### src/rtl/img_xfer_ctrl.sv
// -----------------------------------------------------------------------------
// img_xfer_ctrl
//
// Frame-level transfer scheduler for the camera-to-UDP image path. Runs in the
// cam_pclk domain. At the start of each vertical blank it decides whether the
// next frame goes out. The decision depends on the host request and on frame
// decimation. The module also gates the pixel enable into the packetizer,
// aborts a frame when the packetizer FIFO overflows, and checks the size of
// every sent frame against the configured resolution.
//
// Parameters
//   H_PIXEL        valid pixels (img_data_en beats) per line
//   V_PIXEL        lines per frame
//
// Ports
//   cam_pclk       in   pixel clock
//   rst_n          in   asynchronous, active-low reset
//   img_vsync      in   high = vertical blank; falling edge starts a frame,
//                       rising edge ends it
//   img_data_en    in   pixel valid
//   xfer_req       in   host start/stop level (eth_tx_clk domain, synchronised here)
//   skip_n         in   decimation: one frame sent out of every skip_n+1
//   fifo_full      in   packetizer FIFO full
//   transfer_flag  out  registered; 1 = packetizer enabled (0 holds its FIFO in reset)
//   pix_en         out  gated pixel enable (combinational)
//   frame_done     out  1-cycle pulse at the end of every completed sent frame
//   frame_err      out  1-cycle pulse with frame_done when the frame size is wrong
//   frame_cnt      out  completed sent frames, wrapping
//   drop_cnt       out  frames aborted by FIFO overflow, saturating
// -----------------------------------------------------------------------------
module img_xfer_ctrl #(
    parameter logic [15:0] H_PIXEL = 16'd640,
    parameter logic [15:0] V_PIXEL = 16'd480
) (
    input  logic        cam_pclk,
    input  logic        rst_n,
    input  logic        img_vsync,
    input  logic        img_data_en,
    input  logic        xfer_req,
    input  logic [3:0]  skip_n,
    input  logic        fifo_full,
    output logic        transfer_flag,
    output logic        pix_en,
    output logic        frame_done,
    output logic        frame_err,
    output logic [15:0] frame_cnt,
    output logic [7:0]  drop_cnt
);

    typedef enum logic [2:0] {
        IDLE,
        ARM,
        ACTIVE,
        SKIP,
        DROP
    } state_t;

    state_t      state;
    logic        v_d0;
    logic        v_d1;
    logic        req_m;
    logic        req_s;
    logic [3:0]  skip_cnt;
    logic [15:0] pix_cnt;
    logic [15:0] line_cnt;

    logic        vs_rise;
    logic        vs_fall;
    logic        dec_send;
    state_t      dec_state;
    logic [3:0]  dec_skip_cnt;

    function automatic logic [7:0] sat_inc8(input logic [7:0] v);
        return (v == 8'hFF) ? v : v + 8'd1;
    endfunction

    function automatic logic [15:0] sat_inc16(input logic [15:0] v);
        return (v == 16'hFFFF) ? v : v + 16'd1;
    endfunction

    assign vs_rise = v_d0 & ~v_d1;
    assign vs_fall = ~v_d0 & v_d1;

    assign pix_en = img_data_en & (state == ACTIVE) & ~fifo_full;

    // Frame decision taken at the start of every blank. The ">=" compare
    // also covers skip_n being lowered below the running skip count: in
    // that case the next frame is sent rather than waiting for a wrap.
    always_comb begin
        dec_send     = 1'b0;
        dec_state    = IDLE;
        dec_skip_cnt = skip_cnt;
        if (req_s) begin
            if (skip_cnt >= skip_n) begin
                dec_send     = 1'b1;
                dec_state    = ARM;
                dec_skip_cnt = 4'd0;
            end else begin
                dec_state    = SKIP;
                dec_skip_cnt = skip_cnt + 4'd1;
            end
        end
    end

    always_ff @(posedge cam_pclk or negedge rst_n) begin
        if (!rst_n) begin
            state         <= IDLE;
            v_d0          <= 1'b0;
            v_d1          <= 1'b0;
            req_m         <= 1'b0;
            req_s         <= 1'b0;
            skip_cnt      <= 4'd0;
            pix_cnt       <= 16'd0;
            line_cnt      <= 16'd0;
            transfer_flag <= 1'b0;
            frame_done    <= 1'b0;
            frame_err     <= 1'b0;
            frame_cnt     <= 16'd0;
            drop_cnt      <= 8'd0;
        end else begin
            v_d0       <= img_vsync;
            v_d1       <= v_d0;
            req_m      <= xfer_req;
            req_s      <= req_m;
            frame_done <= 1'b0;
            frame_err  <= 1'b0;

            case (state)
                IDLE, SKIP, DROP: begin
                    if (vs_rise) begin
                        state         <= dec_state;
                        transfer_flag <= dec_send;
                        skip_cnt      <= dec_skip_cnt;
                    end
                end

                // Armed during blank. A withdrawn request cancels the frame
                // before it starts, so the packetizer is never enabled.
                ARM: begin
                    if (!req_s) begin
                        state         <= IDLE;
                        transfer_flag <= 1'b0;
                    end else if (vs_fall) begin
                        state    <= ACTIVE;
                        pix_cnt  <= 16'd0;
                        line_cnt <= 16'd0;
                    end
                end

                // Frame end takes priority over an overflow in the same cycle.
                // An overflow in that cycle is counted as a normal frame end.
                ACTIVE: begin
                    if (vs_rise) begin
                        frame_done    <= 1'b1;
                        frame_err     <= !((line_cnt == V_PIXEL) && (pix_cnt == 16'd0));
                        frame_cnt     <= frame_cnt + 16'd1;
                        state         <= dec_state;
                        transfer_flag <= dec_send;
                        skip_cnt      <= dec_skip_cnt;
                    end else if (img_data_en && fifo_full) begin
                        state         <= DROP;
                        transfer_flag <= 1'b0;
                        drop_cnt      <= sat_inc8(drop_cnt);
                    end else if (img_data_en) begin
                        if (pix_cnt == H_PIXEL - 16'd1) begin
                            pix_cnt  <= 16'd0;
                            line_cnt <= sat_inc16(line_cnt);
                        end else begin
                            pix_cnt <= pix_cnt + 16'd1;
                        end
                    end
                end

                default: begin
                    state         <= IDLE;
                    transfer_flag <= 1'b0;
                end
            endcase
        end
    end

endmodule

### config.mk
export PLATFORM = sky130hd
export DESIGN_NAME = img_xfer_ctrl
export DESIGN_NICKNAME = d
export VERILOG_FILES = /design/src/rtl/img_xfer_ctrl.sv
export SDC_FILE = /design/constraint.sdc
export NUM_CORES = 1
export LEC_CHECK = 0
export BUFFER_PORTS_ARGS = -buffer_cell sky130_fd_sc_hd__buf_2
export CAP_MARGIN = 30
export CORE_ASPECT_RATIO = 0.5
export CORE_MARGIN = 2
export CORE_UTILIZATION = 33
export DETAILED_ROUTE_END_ITERATION = 8
export GPL_TIMING_DRIVEN = 0
export PLACE_DENSITY = 0.61
export RECOVER_POWER = 50
export SETUP_SLACK_MARGIN = 0.1
export SLEW_MARGIN = 25
export SYNTH_ARGS = -nofsm -noshare
export SYNTH_HDL_FRONTEND = slang
export SYNTH_SLANG_ARGS = --single-unit
export TNS_END_PERCENT = 100
### constraint.sdc
create_clock -name cam_pclk -period 4.12 [get_ports cam_pclk]
set_input_delay 0.412 -clock cam_pclk [delete_from_list [all_inputs] [get_ports cam_pclk]]
set_output_delay 0.412 -clock cam_pclk [all_outputs]
set_load 0.005 [all_outputs]
== Yosys cells after proc, flatten, opt, wreduce, memory -nomap -nowiden ==
Index checks and enable logic that the tools add are counted.
Operators by class
  add/sub/neg operators: 5
  magnitude comparators: 1
  eq/ne operators: 19
  muxes and demuxes: 33
  bitwise gates (word level): 9
  reductions and logical operators: 15
Operators by type and width (count)
  16-bit two-way mux: 11
  16-bit case mux with 2 select lines: 2
  16-bit by 1-bit adder with 16-bit output (second input constant): 3
  16-bit by 10-bit == test with 1-bit output (second input constant): 1
  16-bit == test (second input constant): 1
  16-bit by 9-bit == test with 1-bit output (second input constant): 1
  16-bit zero test: 1
  2-bit != test (second input constant): 8
  3-bit two-way mux: 5
  1-bit two-way mux: 10
  3-bit case mux with 3 select lines: 1
  3-bit AND reduction: 3
  8-bit by 1-bit adder with 8-bit output (second input constant): 1
  8-bit == test (second input constant): 1
  8-bit AND reduction: 1
  3-bit by 2-bit == test with 1-bit output (second input constant): 2
  6-bit AND reduction: 1
  1-bit NOT: 5
  4-bit by 1-bit adder with 4-bit output (second input constant): 1
  1-bit AND: 4
  4-bit greater-or-equal comparator: 1
  2-bit two-way mux: 2
  4-bit two-way mux: 1
  4-bit AND reduction: 1
  other kinds (13): 14
Word-level totals
  bits in registers: 70
  input port bits: 10
  output and inout port bits: 28
  logic and storage cells: 95

== Longest topological paths before layout ==
Gate-level depths: netlist of run 1.
  depth after elaboration: 7
  depth in mapped cells: 9
  depth with buffers taken out: 7

== Least setup slack after synthesis of run 1 ==
No wires, ideal clock.
  kind: register -> register
  from: reg pix_cnt[0]
  to: reg line_cnt[14]
  library setup time: 78 ps
  arrival time: 2032 ps
  required time: 4042 ps
  setup slack: 2010 ps
  stages on the path, launching flop included: 9
  buffers on the path: 2
  clock period less this slack: 2110 ps
  cells stage by stage: dfrtp_1 ha_1 and4_4 and4_1 buf_6 o211ai_4 buf_6 or4_1 a21oi_1
Between the ends
  cells in the longest elaborated chain, start to end: 3
Ends and longest elaborated chain
  from (decl): line 64  | logic [15:0] pix_cnt;
  from (signal assigned): line 169  | pix_cnt <= pix_cnt + 16'd1;
  16-bit by 10-bit == test with 1-bit output: line 165  | if (pix_cnt == H_PIXEL - 16'd1) begin
  2-bit by 1-bit != test with 1-bit output (no line)
  8-bit AND reduction (no line)
  to (signal assigned): line 167  | line_cnt <= sat_inc16(line_cnt);
  to (decl): line 65  | logic [15:0] line_cnt;
No other way between the ends.
A chain may end at the register's enable or synchronous reset.

==> metrics.yaml, run 1 <==
combinationalPowerShare: 0.202
tns_ns: 0
layout-drive-gt1-share: 0.1640
slew_headroom: 0.07572
max_freq_ghz: 0.3650
clkPwrFrac: 0.391
cp.arrival_ns: 3.01
dr.pass1.iters: 4
period_needed_ns: 2.740
grt_pass1_wl_mm: 14.81
hold_viol: 0
die-area_mm2: 0.01238
postCtsSetupRepairBufs: 0
clkTransAtPathRegs_ns: 0.06
synth_edf_count: 0
yosysMostFrequentCell: "dfrtp_1"
hp-start: "xfer_req"
wl_per_cell_um: 14.51
fin_worst_skew_ns: 0.006847
synthAdderAreaFrac: 0.03640
min_delay_worst_endpoint: "req_m$_DFF_PN0_"
clockRootBuffer: "clkbuf_16"
cp-end-kind: "asynchronous set/reset pin"
syn_area_per_cell_um2: 9.847
synth_area_leaders: "dfrtp_1 (46%), xnor2_1 (5.3%), nand4_1 (3.8%)"
synthesis.area_mm2: 0.003781
intPower_mw: 1.482
whs_path_depth: 1
fin_nets: 455
seqPwrFrac: 0.407
synthSimpleGateAreaFrac: 0.2697
status: "completed"
r2r_cells: 8
synthCells: 384
grt.total_usage: 0.1508
rr_startpoint: "state[2]$_DFFE_PN0P_"
syn_nets: 405
overflow: 0
cts_resized: 0
setup.worst_path.start_class: "input pin"
grtUsageMet2: 0.2336
synth_top_area_cell: "dfrtp_1"
setup_viol: 0
switchingPower_uw: 648.2
netlist-cell-type-count: 48
cts_max_level: 3
grt.busiest_layer: "met2"
antenna_found_initial: 0
synth_xor_area_frac: 0.05791
use_met3: 0.03963
synth-warning-count: 0
port_buffers: 37
hp-class: "in -> reg"
route.detailed.drc: 0
cts_tree: "done"
r2r_slack_ns: 1.52
ant_nets: 0
num_vias: 3092
clock-sinks: 70
coreArea_mm2: 0.01108
r2r-end: "line_cnt[3]$_DFFE_PN0P_"
grt_max_degree: 48
fin_cells: 584
synth_top_area_frac: 0.4633
synth_common_cells: "dfrtp_1 (70), nand2_1 (35), o21ai_0 (28)"
ir_worst_vdd_mv: 0.2775
cap_violations: 0
finalCritPeriodShare: 0.6649
synthToLayoutAreaGrowth_pct: 18.50
first_global_vias: 3030
wirelength_mm: 8.471
tightest_slew_ns: 1.386
swShare: 0.3043
die_h_um: 79.69
slew_viol_final: 0
dp_cells: 567
clock_path_buffers: 2
rows: 27
leakagePower_nw: 1.894
place_congestion: 0.8362
via_per_inst: 5.295
ys.flop_type: "dfrtp_1"
synth_mux_area_frac: 0.01688
ys_ff_latch: 70
start_util: 0.3412
grtUsageMet1: 0.2028
hpwlAfterDp_mm: 6.063
synth_compound_area_frac: 0.1231
clk-insertion-delay-late_ns: 0.34
drt_iter0_drc: 171
async_reset_ff_frac: 1.000
criticalPathCategory: "in -> async"
antenna_cells: 0
synth_top_family_by_area: "simple AND/OR/NAND/NOR gates"
crit_path_max_fanout: 47
rsz0062_at_grt: "false"
yosysSeqAreaShare: 0.4633
cp.required_ns: 4.39
ios: 38
numCtsBuffers: 9
powerDensity_mw_per_mm2: 475.4
dieWidth_um: 155.4
## cells in the final DEF (no fill, tap or decap), types with 10 or more instances in the layout
| cell type | synthesis | final |
|---|---|---|
| nand3_1 | 16 | 16 |
| ha_1 | 11 | 11 |
| nor2_1 | 18 | 18 |
| inv_1 | 14 | 14 |
| and4_1 | 10 | 10 |
| xnor2_1 | 23 | 23 |
| o21ai_0 | 28 | 28 |
| buf_2 | 6 | 39 |
| nand2_1 | 35 | 35 |
| a21oi_1 | 16 | 16 |
| dfrtp_1 | 70 | 70 |
| nor3_1 | 15 | 15 |
| nand4_1 | 23 | 23 |
| or4_1 | 12 | 12 |
| o31ai_1 | 10 | 10 |
## critical path: stages
cell,delay (ns)
dlygate4sd3_1,0.52
clkbuf_1,1.00
clkbuf_2,1.04
## power groups by stage
stage / Combinational [mW] / Clock [mW] / Sequential [mW]
after floorplan: 0.300 / 0 / 0.858
after global placement: 0.422 / 0 / 0.875
after detailed placement: 0.438 / 0 / 0.876
after CTS: 0.439 / 0.856 / 0.866
after global routing: 0.497 / 0.888 / 0.883
final: 0.431 / 0.832 / 0.867
## metal layers
metal / up-vias / wire [µm] / share of wire
met2: 48 / 3776 / 0.45
li1: 1528 / - / -
met4: 0 / 112 / 0.013
met1: 1507 / 4334 / 0.51
met3: 9 / 247 / 0.029
met5: - / 0 / 0
## sequential cells by signal, indices dropped and copies added (netlist names)
| signal | cells |
|---|---|
| drop_cnt | 8 |
| frame_cnt | 16 |
| frame_done | 1 |
| frame_err | 1 |
| line_cnt | 16 |
| pix_cnt | 16 |
| req_m | 1 |
| req_s | 1 |
| skip_cnt | 4 |
| state | 3 |
| transfer_flag | 1 |
| v_d0 | 1 |
| v_d1 | 1 |
## cells by family (layout without fill, tap and decap cells)
kind of cell,after synthesis,count (layout)
compound gates,70,70
xor+xnor,25,25
fa+ha+maj,11,11
buf+inv,27,82
flops,70,70
mux,6,6
simple gates,175,175
## worst max path at each step
stage	endpoint	cells past startpoint	start	slack [ns]
3_3_place_gp	line_cnt[0]$_DFFE_PN0P_	8	state[2]$_DFFE_PN0P_	1.63
4_1_cts	line_cnt[3]$_DFFE_PN0P_	8	state[2]$_DFFE_PN0P_	1.55
2_1_floorplan	line_cnt[14]$_DFFE_PN0P_	8	pix_cnt[0]$_DFFE_PN0P_	2.01
5_1_grt	frame_cnt[7]$_DFFE_PN0P_	3	rst_n	0.88
6_report	line_cnt[1]$_DFFE_PN0P_	3	rst_n	1.38
3_5_place_dp	line_cnt[3]$_DFFE_PN0P_	8	state[2]$_DFFE_PN0P_	1.57
## cell type report
| type | instances | area, µm² |
|---|---|---|
| Clock inverter | 7 | 97.59 |
| Clock buffer | 9 | 225.2 |
| Buffer | 13 | 71.32 |
| Multi-Input combinational cell | 287 | 1906 |
| Tap cell | 145 | 181.4 |
| Timing Repair Buffer | 39 | 195.2 |
| Sequential cell | 70 | 1752 |
| Inverter | 14 | 52.55 |
| Fill cell | 1105 | 6600 |
## timing repair
item | 4_1_cts | 5_1_grt
hold buffers | 1 | 0
endpoints found under the hold margin | 23 | 0
endpoints found under the setup margin | 0 | 0
## metrics by stage
stage,hold WS (ns),setup WS [ns],utilization,total power [mW],instance area [µm²]
detailed placement,0.3540,1.570,0.3770,1.313,4178
global placement,0.3356,1.626,0.3743,1.297,4148
floorplan,0.1164,2.010,-,1.158,3781
CTS,0.1643,1.554,0.4071,2.161,4511
global route,0.1716,0.8805,0.4044,2.268,4481
finish,0.1810,1.380,0.4044,2.130,4481
Power figures use the tool's default switching activity.
==> run 2, diff against run 1 <==
--- a/config.mk
+++ b/config.mk
@@ -12,7 +12,7 @@
 export CORE_UTILIZATION = 33
 export DETAILED_ROUTE_END_ITERATION = 8
 export GPL_TIMING_DRIVEN = 0
-export PLACE_DENSITY = 0.61
+export PLACE_DENSITY = 0.62
 export RECOVER_POWER = 50
 export SETUP_SLACK_MARGIN = 0.1
 export SLEW_MARGIN = 25
==> constraint.sdc (replaced) <==
create_clock -name cam_pclk -period 2.47 [get_ports cam_pclk]
set_input_delay 0.247 -clock cam_pclk [delete_from_list [all_inputs] [get_ports cam_pclk]]
set_output_delay 0.247 -clock cam_pclk [all_outputs]
set_load 0.005 [all_outputs]
==> metrics.yaml, run 2 (synthesis results as in run 1) <==
grt_max_degree: 37  # -23%
grt.total_usage: 0.1458  # -0.005008
status: "completed"
intPower_mw: 2.571  # +74%
criticalPathCategory: "reg -> reg"
cp.required_ns: 2.68  # -1.71 ns
synthToLayoutAreaGrowth_pct: 20.15
switchingPower_mw: 1.057  # +63%
clock-sinks: 70  # unchanged
fin_hold_ws_ns: 0.02095  # -0.1601 ns
slew_viol_final: 0  # unchanged
crit_path_max_fanout: 10  # -79%
reg_top3: "frame_cnt (16), line_cnt (16), pix_cnt (16)"
fillers: 1111  # +0.54%
r2r_cells: 6  # -2
swShare: 0.2913  # -0.01302
antenna_found_initial: 0  # unchanged
drt_iter0_drc: 138  # -19%
start_util: 0.3412  # unchanged
hp-class: "in -> reg"
leakagePower_nw: 1.926  # +1.7%
hpwlAfterDp_mm: 5.933  # -2.1%
finalCritPeriodShare: 0.9200
powerDensity_mw_per_mm2: 798.5  # +68%
layout-drive-gt1-share: 0.1814  # +0.01740
regArea_mm2: 0.001753  # about the same
power.total_mw: 3.628  # +70%
antenna_cells: 0  # unchanged
rows: 27  # unchanged
wirelength_mm: 8.276  # -2.3%
die_h_um: 79.69  # unchanged
cap_violations: 0  # unchanged
num_vias: 3124  # +1.0%
period_needed_ns: 2.272
layout_commonest_cell: "dfrtp_1"
hold_viol: 0  # unchanged
combinationalPowerShare: 0.205  # +0.003
grt_pass1_wl_mm: 14.35  # -3.1%
fin_nets: 457  # +0.44%
coreArea_mm2: 0.01108  # unchanged
overflow: 0  # unchanged
clock_path_buffers: 2  # unchanged
fin_worst_skew_ns: 0.007689  # +0.0008418 ns
ant_nets: 0  # unchanged
clkPwrFrac: 0.394  # +0.003
cp-startpoint: "state[0]$_DFFE_PN0P_"
clockRootBuffer: "clkbuf_16"
die-area_mm2: 0.01238  # unchanged
wl_per_cell_um: 14.12  # -2.6%
via_per_inst: 5.331  # +0.69%
clkTransAtPathRegs_ns: 0.06  # about the same
whs_path_depth: 1  # unchanged
ir_worst_vdd_mv: 0.5014  # +81%
slew_headroom: 0.3992  # +0.3235
seqPwrFrac: 0.401  # -0.006
cts_max_level: 3  # unchanged
tightest_slew_ns: 0.9012  # -0.4852 ns
setup_viol: 0  # unchanged
utilization: 0.4100  # +0.005646
dieWidth_um: 155.4  # unchanged
layout_common_cells: "dfrtp_1 (69), buf_2 (39), nand2_1 (34), o21ai_0 (28)"
ios: 38  # unchanged
cp-end-kind: "flop"
rsz0062_at_grt: "true"
place_congestion: 0.8738  # +4.5%
cts_tree: "done"
numCtsBuffers: 9  # unchanged
hp-start: "xfer_req"
dr.pass1.iters: 4  # unchanged
first_global_vias: 2938  # -3.0%
cp.arrival_ns: 2.48  # -0.53 ns
port_buffers: 37  # unchanged
multi_input_area_mm2: 0.001937  # +1.6%
max_freq_ghz: 0.4401
route.detailed.drc: 0  # unchanged
clk-insertion-delay-late_ns: 0.34  # about the same
rr_startpoint: "state[0]$_DFFE_PN0P_"
setup.worst_path.start_class: "flop"
run 2: what timing repair did:
| action | CTS | global route |
|---|---|---|
| pin swaps | 1 | 0 |
| gates resized for setup | 4 | 5 |
| buffers inserted | 2 | 0 |
| gates cloned | 0 | 0 |
| hold endpoints to repair | 35 | 0 |
| setup endpoints to repair | 17 | 17 |
| hold buffers | 1 | 0 |
run 2: final timing paths:
check | slack [ns] | to
max | 0.20 | pix_cnt[8]$_DFFE_PN0P_
min | 0.02 | req_m$_DFF_PN0_
max reg2reg | 0.20 | pix_cnt[8]$_DFFE_PN0P_
min reg2reg | 0.35 | req_s$_DFF_PN0_
max in group asynchronous | 0.53 | line_cnt[3]$_DFFE_PN0P_
min in group asynchronous | 0.56 | drop_cnt[1]$_DFFE_PN0P_
run 2: metrics by stage:
| stage | setup TNS (ns) | instance area [µm²] | setup WS, ns | std cells |
|---|---|---|---|---|
| after floorplan | 0 | 3781 | 0.3597 | 384 |
| after global placement | -0.005004 | 4148 | -0.003637 | 566 |
| after detailed placement | -0.3733 | 4170 | -0.04698 | 567 |
| after CTS | 0 | 4549 | 0.1318 | 586 |
| after global routing | 0 | 4543 | 0.05015 | 586 |
| final | 0 | 4543 | 0.1976 | 586 |
run 2: power groups by stage:
| stage | Sequential (mW) | Clock, mW | Combinational [mW] |
|---|---|---|---|
| after floorplan | 1.43 | 0 | 0.500 |
| after global placement | 1.46 | 0 | 0.704 |
| after detailed placement | 1.46 | 0 | 0.723 |
| after CTS | 1.45 | 1.46 | 0.757 |
| after global routing | 1.48 | 1.51 | 0.850 |
| final | 1.45 | 1.43 | 0.744 |
run 2: area by class of cell:
class / count / area share
buffer: 13 / 0.01597
clock buffer: 13 / 0.05949
clock inverter: 3 / 0.01432
inverter: 14 / 0.01157
multi-input combinational: 287 / 0.4263
sequential: 70 / 0.3858
tap: 145 / 0.03993
timing repair buffer: 41 / 0.04654
run 2: worst max-delay path, cell delays in order (launching register included):
cell and delay [ns]:
dfrtp_1 0.47, nand2b_1 0.24, o32ai_4 0.38, nand2_2 0.17, or3_1 0.38, buf_2 0.20
o41ai_1 0.29
run 2: routing by layer:
| metal | track usage | share of wire |
|---|---|---|
| met2 | 0.2274 | 0.44 |
| met1 | 0.1971 | 0.50 |
| met3 | 0.03420 | 0.038 |
| met5 | 0 | 0 |
| met4 | 0.05780 | 0.016 |
==> run 3, diff against run 2 <==
--- a/config.mk
+++ b/config.mk
@@ -9,11 +9,12 @@
 export CAP_MARGIN = 30
 export CORE_ASPECT_RATIO = 0.5
 export CORE_MARGIN = 2
-export CORE_UTILIZATION = 33
+export CORE_UTILIZATION = 45
 export DETAILED_ROUTE_END_ITERATION = 8
 export GPL_TIMING_DRIVEN = 0
-export PLACE_DENSITY = 0.62
+export PLACE_DENSITY = 0.77
 export RECOVER_POWER = 50
+export REMOVE_ABC_BUFFERS = 1
 export SETUP_SLACK_MARGIN = 0.1
 export SLEW_MARGIN = 25
 export SYNTH_ARGS = -nofsm -noshare
==> metrics.yaml, run 3 (synthesis results as in run 1) <==
clock-sinks: 70  # unchanged
route.detailed.drc: 0  # unchanged
cp-end-kind: "flop"
fillers: 671  # -40%
drt_iter0_drc: 174  # +26%
power.total_mw: 3.552  # -2.1%
rows: 23  # -15%
clk-insertion-delay-late_ns: 0.33  # about the same
postCtsSetupRepairBufs: 0  # -2
dr.pass1.iters: 4  # unchanged
fin_ws_ns: 0.1630  # -0.03464 ns
max_freq_ghz: 0.4335  # -1.5%
wl_per_cell_um: 14.93  # +5.7%
cts_tree: "done"
coreArea_mm2: 0.008087  # -27%
ant_nets: 0  # unchanged
synthToLayoutAreaGrowth_pct: 17.17
cts_max_level: 3  # unchanged
crit_path_max_fanout: 17  # +7
place_congestion: 0.8250  # -5.6%
clkPwrFrac: 0.394  # about the same
tightest_slew_ns: 0.9130  # +0.01182 ns
combinationalPowerShare: 0.192  # -0.013
slew_viol_final: 0  # unchanged
ir_worst_vdd_mv: 0.4460  # -11%
r2r_cells: 5  # -1
switchingPower_mw: 1.071  # +1.4%
layout-drive-gt1-share: 0.1667  # -0.01474
cap_violations: 0  # unchanged
status: "completed"
setup.worst_path.start_class: "flop"
seqPwrFrac: 0.414  # +0.013
powerDensity_mw_per_mm2: 801.6  # +0.40%
cp.required_ns: 2.69  # about the same
reg_top3: "frame_cnt (16), line_cnt (16), pix_cnt (16)"
port_buffers: 37  # unchanged
period_needed_ns: 2.307  # +0.03464 ns
overflow: 0  # unchanged
num_vias: 3090  # -1.1%
intPower_mw: 2.480  # -3.5%
clkTransAtPathRegs_ns: 0.06  # about the same
dieWidth_um: 133.6  # -14%
layout_common_cells: "dfrtp_1 (70), nand2_1 (34), buf_2 (31), o21ai_0 (28)"
via_per_inst: 5.743  # +7.7%
clock_path_buffers: 2  # unchanged
met3_length_um: 342  # +8.2%
hp-class: "in -> reg"
clockRootBuffer: "clkbuf_16"
grt.total_usage: 0.1895  # +0.04374
die-area_mm2: 0.009196  # -26%
rsz0062_at_grt: "true"
antenna_cells: 0  # unchanged
dr_wl_met2_mm: 3.911  # +6.4%
first_global_vias: 2876  # -2.1%
setup_viol: 0  # unchanged
numCtsBuffers: 9  # unchanged
layout_commonest_cell: "dfrtp_1"
criticalPathCategory: "reg -> reg"
cp.arrival_ns: 2.53  # +0.05 ns
swShare: 0.3017  # +0.01038
grt_max_degree: 38  # +2.7%
slew_headroom: 0.3913  # -0.007881
dp_slack_ns: -0.02972  # +0.01726 ns
leakagePower_nw: 1.859  # -3.4%
ios: 38  # unchanged
fin_worst_skew_ns: 0.005261  # -0.002428 ns
wl_met1_mm: 3.701  # -11%
finalCritPeriodShare: 0.9340  # +0.01402
hold_viol: 0  # unchanged
highest_layer: "met4"
die_h_um: 68.82  # -14%
start_util: 0.4676  # +0.1263
antenna_found_initial: 0  # unchanged
whs_path_depth: 1  # unchanged
fin_nets: 443  # -3.1%
grt_pass1_wl_mm: 13.70  # -4.6%
wirelength_mm: 8.032  # -2.9%
hpwlAfterDp_mm: 5.425  # -8.6%
run 3: cell types whose count changed in the layout (fill, tap and decap cells not counted), moves of 2 or more:
cell,change
nor2_4,+2
clkbuf_1,-3
a211oi_2,-2
clkinvlp_4,+2
clkbuf_8,-2
buf_6,-2
buf_2,-8
run 3: critical path, stage by stage, from the launching register on:
cell and delay [ns]:
dfrtp_1 0.50, or3b_2 0.74, nor2_4 0.30, and4_1 0.37, nand4_1 0.15, xnor2_1 0.14
run 3: area by class of cell:
cell class / count / area [µm²] / area share
Multi-Input combinational cell: 287 / 1962 / 0.4428
Sequential cell: 70 / 1752 / 0.3954
Clock buffer: 10 / 239.0 / 0.05394
Timing Repair Buffer: 40 / 201.4 / 0.04547
Tap cell: 112 / 140.1 / 0.03163
Clock inverter: 5 / 83.83 / 0.01892
Inverter: 14 / 52.55 / 0.01186
run 3: power groups by stage:
| stage | sequential, mW | combinational (mW) | clock, mW |
|---|---|---|---|
| after detailed placement | 1.48 | 0.669 | 0 |
| after global placement | 1.47 | 0.637 | 0 |
| after CTS | 1.46 | 0.683 | 1.41 |
| after global routing | 1.50 | 0.786 | 1.47 |
| final | 1.47 | 0.684 | 1.40 |
| after floorplan | 1.45 | 0.463 | 0 |
run 3: path summary, 6_finish.rpt:
path,startpoint,endpoint,slack (ns)
setup / recovery,state[2]$_DFFE_PN0P_,frame_cnt[11]$_DFFE_PN0P_,0.16
hold / removal,xfer_req,req_m$_DFF_PN0_,0.02
setup reg to reg,state[2]$_DFFE_PN0P_,frame_cnt[11]$_DFFE_PN0P_,0.16
hold reg to reg,req_m$_DFF_PN0_,req_s$_DFF_PN0_,0.35
max in group asynchronous,rst_n,line_cnt[8]$_DFFE_PN0P_,0.53
min in group asynchronous,rst_n,pix_cnt[11]$_DFFE_PN0P_,0.55
run 3: metrics by stage:
stage / hold slack (ns) / setup TNS (ns) / std cells / utilization / area, µm²
after floorplan: -0.04859 / 0 / 371 / - / 3710
after global placement: 0.3338 / -1.936 / 520 / 0.4990 / 4035
after detailed placement: 0.2201 / -0.08532 / 522 / 0.5036 / 4073
after CTS: 0.01980 / 0 / 538 / 0.5460 / 4415
after global routing: 0.01558 / -0.009468 / 538 / 0.5479 / 4431
final: 0.02411 / 0 / 538 / 0.5479 / 4431
run 3: routing by layer:
layer,GRT usage,up-vias
met5,0,-
met4,0.06516,0
met3,0.04240,6
met2,0.3331,71
met1,0.2384,1505
li1,-,1508
run 3: timing repair:
item	CTS	global route
endpoints found under the hold margin	33	0
hold buffers	1	0
endpoints found under the setup margin	32	33
resized for setup	5	7
